==> src/rtl/nn_mult_pkg.sv <==
// Shared definitions for the neuron-layer multiplier server and its arbiter.
package nn_mult_pkg;

    typedef enum logic [2:0] {
        ST_IDLE    = 3'd0,
        ST_GRANTED = 3'd1,
        ST_BUSY    = 3'd2,
        ST_DONE    = 3'd3,
        ST_HOLD    = 3'd4
    } st_mult_server_e;

    // Owner index width; a single client still needs one bit to index with.
    function automatic int idx_w(input int n);
        return (n > 1) ? $clog2(n) : 1;
    endfunction

endpackage

==> src/rtl/mult_rr_arbiter.sv <==
// Round-robin pick: first requesting client at or after the pointer, wrapping.
module mult_rr_arbiter
    import nn_mult_pkg::*;
#(
    parameter int NumClients = 5,
    parameter int IdxW       = idx_w(NumClients)
) (
    input  logic [NumClients-1:0] req_i,
    input  logic [IdxW-1:0]       ptr_i,
    output logic [IdxW-1:0]       owner_o,
    output logic                  found_o
);

    logic [IdxW-1:0] cand;

    // Walk offsets from far to near so the closest requester is written last.
    always_comb begin
        owner_o = '0;
        found_o = 1'b0;
        cand    = '0;
        for (int off = NumClients - 1; off >= 0; off--) begin
            cand = IdxW'((int'(ptr_i) + off) % NumClients);
            if (req_i[cand]) begin
                owner_o = cand;
                found_o = 1'b1;
            end
        end
    end

endmodule

==> src/rtl/shared_mult_server.sv <==
// Shared sequential multiplier: round-robin req/grant mutex, shift-add engine,
// one-cycle done pulse to the owner, grant held until the owner drops req.
module shared_mult_server
    import nn_mult_pkg::*;
#(
    parameter int NumClients = 5,
    parameter int DataWidth  = 8,
    parameter int Signed     = 1
) (
    input  logic                            clk_i,
    input  logic                            reset_i,
    input  logic [NumClients-1:0]           mult_req_i,
    output logic [NumClients-1:0]           mult_grant_o,
    input  logic [NumClients-1:0]           mult_start_i,
    input  logic [NumClients*DataWidth-1:0] mult_a_i,
    input  logic [NumClients*DataWidth-1:0] mult_b_i,
    output logic                            mult_busy_o,
    output logic [NumClients-1:0]           mult_done_o,
    output logic [2*DataWidth-1:0]          mult_result_o
);

    localparam int IdxW = idx_w(NumClients);
    localparam int CntW = $clog2(DataWidth + 1);
    localparam int ResW = 2 * DataWidth;

    // -2^(DW-1) maps to an unsigned DW-bit magnitude of 2^(DW-1).
    function automatic logic [DataWidth-1:0] magnitude(input logic [DataWidth-1:0] v);
        if (Signed != 0 && v[DataWidth-1]) return ~v + 1'b1;
        return v;
    endfunction

    function automatic logic [ResW-1:0] apply_sign(input logic [ResW-1:0] v, input logic neg);
        return neg ? (~v + 1'b1) : v;
    endfunction

    st_mult_server_e       state_q, state_d;
    logic [IdxW-1:0]       owner_q, owner_d;
    logic [IdxW-1:0]       ptr_q, ptr_d;
    logic [NumClients-1:0] grant_q, grant_d;
    logic [NumClients-1:0] done_q, done_d;
    logic [ResW-1:0]       result_q, result_d;
    logic [ResW-1:0]       acc_q, acc_d;
    logic [ResW-1:0]       mcand_q, mcand_d;
    logic [DataWidth-1:0]  mplier_q, mplier_d;
    logic                  sign_q, sign_d;
    logic [CntW-1:0]       cnt_q, cnt_d;
    logic                  armed_q, armed_d;

    logic [IdxW-1:0]       arb_owner;
    logic                  arb_found;
    logic                  owner_req;
    logic                  owner_start;
    logic [DataWidth-1:0]  op_a;
    logic [DataWidth-1:0]  op_b;
    logic [ResW-1:0]       acc_step;
    logic [IdxW-1:0]       ptr_next;

    mult_rr_arbiter #(
        .NumClients(NumClients),
        .IdxW      (IdxW)
    ) u_arb (
        .req_i  (mult_req_i),
        .ptr_i  (ptr_q),
        .owner_o(arb_owner),
        .found_o(arb_found)
    );

    assign owner_req   = mult_req_i[owner_q];
    assign owner_start = mult_start_i[owner_q];
    assign op_a        = mult_a_i[owner_q*DataWidth +: DataWidth];
    assign op_b        = mult_b_i[owner_q*DataWidth +: DataWidth];
    assign acc_step    = acc_q + (mplier_q[0] ? mcand_q : '0);
    assign ptr_next    = (owner_q == IdxW'(NumClients - 1)) ? '0 : owner_q + 1'b1;

    always_comb begin
        state_d  = state_q;
        owner_d  = owner_q;
        ptr_d    = ptr_q;
        grant_d  = grant_q;
        done_d   = '0;
        result_d = result_q;
        acc_d    = acc_q;
        mcand_d  = mcand_q;
        mplier_d = mplier_q;
        sign_d   = sign_q;
        cnt_d    = cnt_q;
        armed_d  = armed_q;

        // A held start must be seen low before the owner may chain another.
        if (!owner_start) armed_d = 1'b1;

        case (state_q)
            ST_IDLE: begin
                if (arb_found) begin
                    owner_d          = arb_owner;
                    grant_d          = '0;
                    grant_d[arb_owner] = 1'b1;
                    state_d          = ST_GRANTED;
                end
            end
            ST_GRANTED, ST_HOLD: begin
                if (!owner_req) begin
                    grant_d = '0;
                    ptr_d   = ptr_next;
                    state_d = ST_IDLE;
                end else if (owner_start && (state_q == ST_GRANTED || armed_q)) begin
                    mcand_d  = {{DataWidth{1'b0}}, magnitude(op_a)};
                    mplier_d = magnitude(op_b);
                    sign_d   = (Signed != 0) ? (op_a[DataWidth-1] ^ op_b[DataWidth-1]) : 1'b0;
                    acc_d    = '0;
                    cnt_d    = '0;
                    armed_d  = 1'b0;
                    state_d  = ST_BUSY;
                end
            end
            ST_BUSY: begin
                if (!owner_req) begin
                    grant_d = '0;
                    ptr_d   = ptr_next;
                    state_d = ST_IDLE;
                end else begin
                    acc_d    = acc_step;
                    mcand_d  = mcand_q << 1;
                    mplier_d = mplier_q >> 1;
                    cnt_d    = cnt_q + 1'b1;
                    if (cnt_q == CntW'(DataWidth - 1)) begin
                        result_d        = apply_sign(acc_step, sign_q);
                        done_d[owner_q] = 1'b1;
                        state_d         = ST_DONE;
                    end
                end
            end
            ST_DONE: state_d = ST_HOLD;
            default: state_d = ST_IDLE;
        endcase
    end

    always_ff @(posedge clk_i or posedge reset_i) begin
        if (reset_i) begin
            state_q  <= ST_IDLE;
            owner_q  <= '0;
            ptr_q    <= '0;
            grant_q  <= '0;
            done_q   <= '0;
            result_q <= '0;
            acc_q    <= '0;
            mcand_q  <= '0;
            mplier_q <= '0;
            sign_q   <= 1'b0;
            cnt_q    <= '0;
            armed_q  <= 1'b0;
        end else begin
            state_q  <= state_d;
            owner_q  <= owner_d;
            ptr_q    <= ptr_d;
            grant_q  <= grant_d;
            done_q   <= done_d;
            result_q <= result_d;
            acc_q    <= acc_d;
            mcand_q  <= mcand_d;
            mplier_q <= mplier_d;
            sign_q   <= sign_d;
            cnt_q    <= cnt_d;
            armed_q  <= armed_d;
        end
    end

    assign mult_grant_o  = grant_q;
    assign mult_done_o   = done_q;
    assign mult_busy_o   = (state_q == ST_BUSY);
    assign mult_result_o = result_q;

endmodule

==> config.mk <==
export PLATFORM = sky130hd
export DESIGN_NAME = shared_mult_server
export DESIGN_NICKNAME = d
export VERILOG_FILES = /design/src/rtl/nn_mult_pkg.sv /design/src/rtl/mult_rr_arbiter.sv /design/src/rtl/shared_mult_server.sv
export SDC_FILE = /design/constraint.sdc
export NUM_CORES = 1
export LEC_CHECK = 0
export ABC_AREA = 0
export BUFFER_PORTS_ARGS = -buffer_cell sky130_fd_sc_hd__buf_4
export CORE_MARGIN = 4
export CORE_UTILIZATION = 45
export DETAILED_ROUTE_END_ITERATION = 7
export MAX_ROUTING_LAYER = met4
export PLACE_DENSITY_LB_ADDON = 0.2
export SETUP_SLACK_MARGIN = 0.05
export SYNTH_ARGS = -nofsm -noshare
export SYNTH_HDL_FRONTEND = slang
export SYNTH_SLANG_ARGS = --single-unit
==> constraint.sdc <==
create_clock -name clk_i -period 9 [get_ports clk_i]
set_clock_uncertainty 0.15 [all_clocks]
set_input_delay 1.35 -clock clk_i [delete_from_list [all_inputs] [get_ports clk_i]]
set_output_delay 1.35 -clock clk_i [all_outputs]
set_load 0.02 [all_outputs]
==> metrics.md, run 1 <==
| Metric | Value |
|---|---|
| Nets | `between 1,000 and 1,500` |
| CTS tree | `done` |
| Fin area | `about 8400 um2` |
| Critical path buffers and inverters | `3` |
| Post_cts resized | `0` |
| Switching Fraction | `roughly half` |
| IO Port Bufs | `about 120` |
| First-pass GRT wire length | `about 31,000 um` |
| Worst R2R End | `mult_grant_o[1]$_DFFE_PP0P_` |
| Setup Buffers After CTS | `0` |
| Initial DRC count | `between 400 and 500` |
| Tcrit/Tclk final | `a little under three fifths` |
| Average size of a mapped cell | `roughly 8.4 um2` |
| Clk slew on worst S/H paths | `~0.06 ns` |
| Power share of the clock group | `between 10% and 20%` |
| CP dominant cell by count | `ha_1` |
| Max Slew Vio Count | `0` |
| Fin cells | `about 1,100` |
| Tmin final | `between 4 and 5 ns` |
| Pwr dens | `between 300 and 400 nW/um2` |
| Fin Hold WS | `0.3264 ns` |
| Crit path max fanout | `20` |
| Syn Nets | `about 970` |
| Pleak | `3.846 nW` |
| DRC | `0` |
| Placer Congestion | `around 0.92` |
| Post-Route WL | `19,190 um` |
| Worst Path Arrival | `between 5 and 6 ns` |
| Fill count | `around 1,500` |
| Die Y | `approximately 130 um` |
| VDD IR-drop max | `about 230 uV` |
| Critical R2R Launch | `ptr_q[1]$_DFFE_PP0P_` |
| Status | `complete, no violations` |
| Num CTS Buffers | `9` |
| Seq cells post-synth | `81` |
| Total track usage | `roughly 22%` |
| Crit-path max cell delay | `around 0.80 ns` |
| Die Width | `roughly 130 um` |
| Synth Instances | `about 840` |
| CP Launch Type | `flop` |
| Mux contribution to synthesized area | `under 10%` |
| Max cap viols | `0` |
| Register area share after synthesis | `between 20 and 30%` |
| Setup crit end kind | `flop` |
| RSZ-0062 raised after global routing | `no` |
| Final number of hold-violating endpoints | `0` |
| Die ar. | `~18,000 um2` |
| Post-synthesis simple-gate area fraction | `between 20% and 30%` |
| Total number of vias | `between 6,000 and 7,000` |
| Clk root buf | `clkbuf_16` |
| Antenna fix cells | `0` |
| DR vias/cell | `just under 6` |
| Synthesized area | `roughly 7000 um2` |
| R2R cell count | `15` |
| Largest family of logic cells by synthesized area | `compound AO/OA/AOI/OAI gates` |
| Hold Path Class | `reg -> reg` |
| Post-synth ARST share | `100.0%` |
| Fmax | `201.6 MHz` |
| Multi-input gate area in the final layout | `around 4800 um2` |
| Cells after DPL | `about 1,100` |
| CORE AREA | `~15,000 um2` |
| Library cells used by synthesis | `86` |
| CP top delay family | `compound AO/OA/AOI/OAI gates` |
| Slowest CP cell | `ha_1` |
| CTS H-tree depth | `3` |
| Most frequent cells in the layout | `buf_4, nand2_1, dfrtp_1, o21ai_0, a21oi_1` |
| Hold Path Origin | `mult_result_o[11]$_DFFE_PP0P_` |
| Clk_lat worst skew | `around 0.34 ns` |
| GRT overflow | `0` |
| NetSw | `1.543 mW` |
| Vias in the first global route | `about 6,300` |
| Synth Flop Type | `dfrtp_1` |
| Internal | `around 1.6 mW` |
| Hold-fix buffers, CTS | `0` |
| Clock sinks | `81` |
| DP Area | `between 8000 and 9000 um2` |
| Largest net degree at the start of global routing | `82` |
| Critical path type | `reg -> reg` |
| DPL Wire Length | `14,450 um` |
| Max_slew headroom | `25.36%` |
| Hold depth | `2` |
| Most common cell after layout, fill and taps aside | `buf_4` |
| Fin Setup TNS | `0 ns` |
| Critical Path RT | `9.13 ns` |
| Synth Area in Adders | `between 7 and 8%` |
| Total power | `3.123 mW` |
| Share of cells above drive strength 1 | `a little under a fifth` |
| ANT nets after route | `0` |
| Number of synthesized flops with an enable pin | `0` |
| Sequential power share | `17.3%` |
| FF-to-FF setup slack | `4.04 ns` |
| Worst-Margin Slew | `approximately 1.1 ns` |
| Drt first pass iters | `6` |
| Starting Density | `46.13%` |
| Storage element area | `slightly above 2000 um2` |
| Crit-path cells | `inv_2 -> ha_1 -> inv_1 -> ha_1 -> inv_1 -> ha_1 -> and4b_1 -> a2111o_1 -> a211oi_1 -> a211oi_1 -> o32ai_2 -> nor2_1 -> a31oi_4 -> nor3b_2 -> a32o_1` |
| Yosys warnings | `0` |
| Comb power frac | `a little over two thirds` |
| Std-Cell Rows | `45` |
| Max clock buf depth | `2` |
| Post-synthesis xor/xnor area fraction | `5.703%` |
| Setup Viol. Count Final | `0` |
| Initial antenna violation count | `0` |
| Area grow syn2layout | `19.29%` |
| Io pins | `approximately 120` |
| Compound-Gate Fraction of Synth Area | `27.19%` |
| Drt wl/cell | `between 15 and 20 um` |
| Worst Hold End | `mult_result_o[11]$_DFFE_PP0P_` |
area by class of cell:
class / count / area share [%]
Clock buffer: 12 / 3.044
Clock inverter: 4 / 0.8909
Inverter: 27 / 1.247
Multi-Input combinational cell: 688 / 56.41
Sequential cell: 81 / 24.05
Tap cell: 211 / 3.133
Timing Repair Buffer: 126 / 11.22
per-stage QoR:
stage | setup slack (ns) | utilization [%]
4_1_cts | 4.122 | 55.02
6_report | 4.040 | 55.02
5_1_grt | 3.693 | 55.02
2_1_floorplan | 4.725 | -
3_5_place_dp | 4.162 | 52.86
3_3_place_gp | 4.212 | 52.86
cells in the mapped netlist (12+ instances only):
master | count | area, um2
ha_1 | 41 | 513.0
o21ai_0 | 71 | 355.3
inv_1 | 24 | 90.09
nand2b_1 | 14 | 87.58
and2_1 | 21 | 131.4
mux2i_1 | 23 | 230.2
nor2_1 | 55 | 206.5
xnor2_1 | 24 | 210.2
dfrtp_1 | 81 | 2027
nor3_1 | 12 | 60.06
a21oi_1 | 64 | 320.3
clkbuf_1 | 29 | 108.9
nand3_1 | 17 | 85.08
xor2_1 | 22 | 192.7
a211oi_1 | 13 | 97.59
a22o_1 | 22 | 192.7
nand2_1 | 96 | 360.4
sequential cells by signal (all words and copies together), names as in the netlist, 4 cells and up:
name and count:
acc_q 16, mcand_q 16, mult_result_o 16, mplier_q 8, mult_done_o 5, mult_grant_o 5, cnt_q 4
kinds of logic after synthesis:
family	count (synthesis)
AO/OA/AOI/OAI	280
XOR/XNOR	46
adder cells (fa/ha/maj)	42
buffers and inverters	70
flip-flops	81
multiplexers	36
AND/OR/NAND/NOR	284
worst min-delay path: cells and delay by family (launching register included):
family	cells	cell delay [ns]
AOI/OAI and AO/OA	1	0.06
DFF	1	0.34
and+or+nand+nor	1	0.04
routing by layer:
layer  GRT usage, %  wire, um  up-vias
li1               -         -     3310
met1          30.09      9262     3102
met2          33.27      8478      218
met3          3.852      1150       28
met4          6.114       299        0
met5              -         0        -
power by group through the flow:
stage                     Combinational (mW)  Sequential (mW)  Clock (mW)
after floorplan                         1.73            0.513           0
after global placement                  2.12            0.543           0
after detailed placement                2.15            0.542           0
after CTS                               2.16            0.538       0.413
after global routing                    2.43            0.553       0.429
final                                   2.18            0.539       0.406
worst max-delay path by stage:
| stage | start | endpoint | depth (start not counted) |
|---|---|---|---|
| 5_1_grt | ptr_q[1]$_DFFE_PP0P_ | owner_q[2]$_DFFE_PP0P_ | 15 |
| 6_report | ptr_q[1]$_DFFE_PP0P_ | mult_grant_o[1]$_DFFE_PP0P_ | 15 |
| 3_5_place_dp | ptr_q[1]$_DFFE_PP0P_ | mult_grant_o[1]$_DFFE_PP0P_ | 15 |
| 3_3_place_gp | ptr_q[1]$_DFFE_PP0P_ | mult_grant_o[1]$_DFFE_PP0P_ | 15 |
| 4_1_cts | ptr_q[1]$_DFFE_PP0P_ | mult_grant_o[1]$_DFFE_PP0P_ | 15 |
| 2_1_floorplan | ptr_q[0]$_DFFE_PP0P_ | mult_grant_o[1]$_DFFE_PP0P_ | 17 |
Power figures use the tool's default switching activity.
==> run 2: changes to the inputs <==
Settings changed: ABC_AREA 0 to 1.
Clock period 9 ns to 4.7 ns, I/O delays scaled along.
==> run 2 against run 1 <==
Against the previous run: sequential power grew 100%; hold slack improved by 0.0023 ns; via count decreased by 2.0%; combinational power is 95% higher; clock power grew 85%; synthesized area down 7.5%; setup slack got worse by 3.2 ns; highest routed layer unchanged.
==> metrics.md, run 2 <==
| Metric | Value |
|---|---|
| Sequential power share | `approximately 18%` |
| Critical path type | `reg -> reg` |
| VDD IR-drop max | `around 530 uV` |
| Clock sinks | `81` |
| Syn Nets | `~1,100` |
| Post-Route WL | `between 15,000 and 20,000 um` |
| Initial antenna violation count | `0` |
| Hold Path Class | `reg -> reg` |
| Die Y | `between 100 and 150 um` |
| Worst-Margin Slew | `around 1 ns` |
| Num CTS Buffers | `9` |
| DR vias/cell | `around 5.2` |
| First-pass GRT wire length | `29,420 um` |
| Share of cells above drive strength 1 | `around 17%` |
| Pre-CTS setup slack | `between 0.8 and 0.9 ns` |
| GRT overflow | `0` |
| Clk slew on worst S/H paths | `0.07 ns` |
| Clk_lat worst skew | `roughly 0.35 ns` |
| Total number of vias | `6,523` |
| Pwr dens | `between 700 and 800 nW/um2` |
| FF-to-FF setup slack | `between 0.8 and 0.9 ns` |
| Register area share after synthesis | `31.02%` |
| Hold Path Origin | `mplier_q[7]$_DFFE_PP0P_` |
| Final Util | `between 50% and 60%` |
| DRC | `0` |
| Synthesized area | `approximately 6500 um2` |
| Vias in the first global route | `6,100` |
| Initial DRC count | `about 370` |
| Switching Fraction | `approximately 54%` |
| Library cells used by synthesis | `51` |
| Synth area leader | `dfrtp_1` |
| Starting Density | `approximately 47%` |
| Max clock buf depth | `2` |
| Setup crit end kind | `flop` |
| Setup slack after layout | `just over 0.8 ns` |
| Antenna fix cells | `0` |
| R2R cell count | `26` |
| Area grow syn2layout | `20.85%` |
| Post_cts resized | `0` |
| Multi-input gate area in the final layout | `slightly below 4000 um2` |
| Power share of the clock group | `approximately an eighth` |
| Post-synth top cells | `nand2_1, inv_1, nand3_1, o21ai_0, dfrtp_1` |
| Setup Buffers After CTS | `0` |
| Max Slew Vio Count | `0` |
| NetSw | `~3.3 mW` |
| Total track usage | `a little under a quarter` |
| Top post-synthesis cells by area | `dfrtp_1, nand2_1, ha_1` |
| Final number of hold-violating endpoints | `0` |
| CTS tree | `done` |
| Most frequent cells in the layout | `nand2_1, buf_4, inv_1, nand3_1, o21ai_0` |
| Status | `complete, no violations` |
| Mux contribution to synthesized area | `0%` |
| Drt first pass iters | `5` |
| CORE AREA | `about 14,000 um2` |
| Met1 usage | `30.91%` |
| Largest net degree at the start of global routing | `between 40 and 50` |
| Most common cell after layout, fill and taps aside | `nand2_1` |
| Worst Path Arrival | `around 4.0 ns` |
| Internal | `~2.8 mW` |
| Synth top area share | `between 30% and 40%` |
| Hold depth | `2` |
| Die Width | `128.5 um` |
| CTS H-tree depth | `3` |
| Post-synthesis xor/xnor area fraction | `about 4.7%` |
| Critical Path RT | `a little under 5 ns` |
| Tmin final | `about 3.9 ns` |
| RSZ-0062 raised after global routing | `no` |
| Seq cells post-synth | `approximately 80` |
| Compound-Gate Fraction of Synth Area | `~17%` |
| Met2 usage | `between 30% and 40%` |
| Top Usage Layer GRT | `met2` |
| Number of synthesized flops with an enable pin | `0` |
| Max_slew headroom | `~34%` |
| Drt wl/cell | `14.27 um` |
| Std-Cell Rows | `43` |
| Tcrit/Tclk final | `~82%` |
| Worst R2R End | `mult_grant_o[0]$_DFFE_PP0P_` |
| DPL Wire Length | `about 14,000 um` |
| Nets | `1,200` |
| Setup Viol. Count Final | `0` |
| Top-count cell post-synth | `nand2_1` |
| Clk root buf | `clkbuf_16` |
| Io pins | `119` |
| Post-synthesis simple-gate area fraction | `between 30% and 40%` |
| Storage element area | `2027 um2` |
| IO Port Bufs | `approximately 120` |
| Comb power frac | `~70%` |
| Worst Hold End | `mplier_q[7]$_DFFE_PP0P_` |
| Synth Area in Adders | `between 8 and 9%` |
| Average size of a mapped cell | `a little under 7 um2` |
| Total power | `6.097 mW` |
| Hold-fix buffers, CTS | `0` |
| Placer Congestion | `0.9203` |
| CP Launch Type | `flop` |
| Yosys warnings | `0` |
| Synth Instances | `~960` |
| Fin Setup TNS | `0 ns` |
| Crit path max fanout | `11` |
| Critical R2R Launch | `ptr_q[1]$_DFFE_PP0P_` |
| Largest family of logic cells by synthesized area | `simple AND/OR/NAND/NOR gates` |
| Met3 Use GR | `2.698%` |
| Fill count | `around 1,400` |
| ANT nets after route | `0` |
| Synth Flop Type | `dfrtp_1` |
| Die ar. | `roughly 17,000 um2` |
| Max cap viols | `0` |
| Post-synth ARST share | `between 90% and 100%` |
| Fmax | `between 200 and 300 MHz` |
| Pleak | `around 4.2 nW` |
run 2: cell count changes in the layout (fill, tap and decap cells not counted), moves of 20 or more:
cell and change:
and2_1 -20, mux2i_1 -23, a21oi_1 -30, nand2_1 +172, nand3_1 +78, inv_1 +79
run 2: kinds of logic after synthesis:
| family | count (synthesis) |
|---|---|
| XOR/XNOR | 35 |
| buffers and inverters | 143 |
| AO/OA/AOI/OAI | 184 |
| adder cells (fa/ha/maj) | 42 |
| AND/OR/NAND/NOR | 470 |
| flip-flops | 81 |
run 2: power groups by stage:
stage | logic [mW] | clock network (mW) | registers (mW)
final | 4.26 | 0.750 | 1.09
after global routing | 4.90 | 0.789 | 1.12
after CTS | 4.25 | 0.762 | 1.09
after detailed placement | 4.23 | 0 | 1.10
after global placement | 4.19 | 0 | 1.10
after floorplan | 3.38 | 0 | 1.03
run 2: how the worst max path moves through the flow:
stage               slack (ns)            startpoint                     endpoint
finish                    0.83  ptr_q[1]$_DFFE_PP0P_  mult_grant_o[0]$_DFFE_PP0P_
global route              0.39  ptr_q[1]$_DFFE_PP0P_  mult_grant_o[0]$_DFFE_PP0P_
floorplan                 0.99  ptr_q[0]$_DFFE_PP0P_  mult_grant_o[0]$_DFFE_PP0P_
CTS                       0.84  ptr_q[1]$_DFFE_PP0P_  mult_grant_o[0]$_DFFE_PP0P_
detailed placement        0.87  ptr_q[1]$_DFFE_PP0P_  mult_grant_o[0]$_DFFE_PP0P_
global placement          0.96  ptr_q[1]$_DFFE_PP0P_       state_q[0]$_DFFE_PP0P_
run 2: per-layer routing:
metal / part of all wire, % / vias to the layer above / wire, um
met5: 0 / - / 0
met4: 2.2 / 0 / 387
li1: - / 3385 / -
met3: 3.5 / 26 / 629
met1: 48 / 2974 / 8620
met2: 46 / 138 / 8220
run 2: layout make-up:
cell class	instances	area share, %
Multi-Input combinational cell	731	49.93
Timing Repair Buffer	127	12.07
Sequential cell	81	25.67
Tap cell	180	2.852
Clock inverter	6	0.9190
Inverter	116	5.530
Clock buffer	10	3.026
run 2: worst max-delay path: stages (launching register included):
cell,delay [ns]
dfrtp_1,0.46
inv_2,0.21
ha_1,0.20
inv_1,0.06
ha_1,0.32
nor2_2,0.19
nand2_1,0.08
nand3_1,0.07
o21a_1,0.19
ha_1,0.18
inv_1,0.05
or2_2,0.27
nand2_2,0.10
nand2_2,0.08
nand2_1,0.10
nand3_1,0.08
nand3_1,0.07
nand2_1,0.06
nand2_2,0.09
nand2_2,0.08
nand2_1,0.08
nand3_1,0.06
nand2_1,0.06
nand2_1,0.06
a21oi_1,0.26
nand3_1,0.12
nand2_1,0.07
run 2: through the flow:
| step | cells | cell area (um2) | hold slack (ns) |
|---|---|---|---|
| after floorplan | 955 | 6534 | 0.2912 |
| after global placement | 1235 | 7585 | 0.3109 |
| after detailed placement | 1235 | 7585 | 0.3137 |
| after CTS | 1251 | 7896 | 0.3326 |
| after global routing | 1251 | 7896 | 0.3510 |
| final | 1251 | 7896 | 0.3287 |
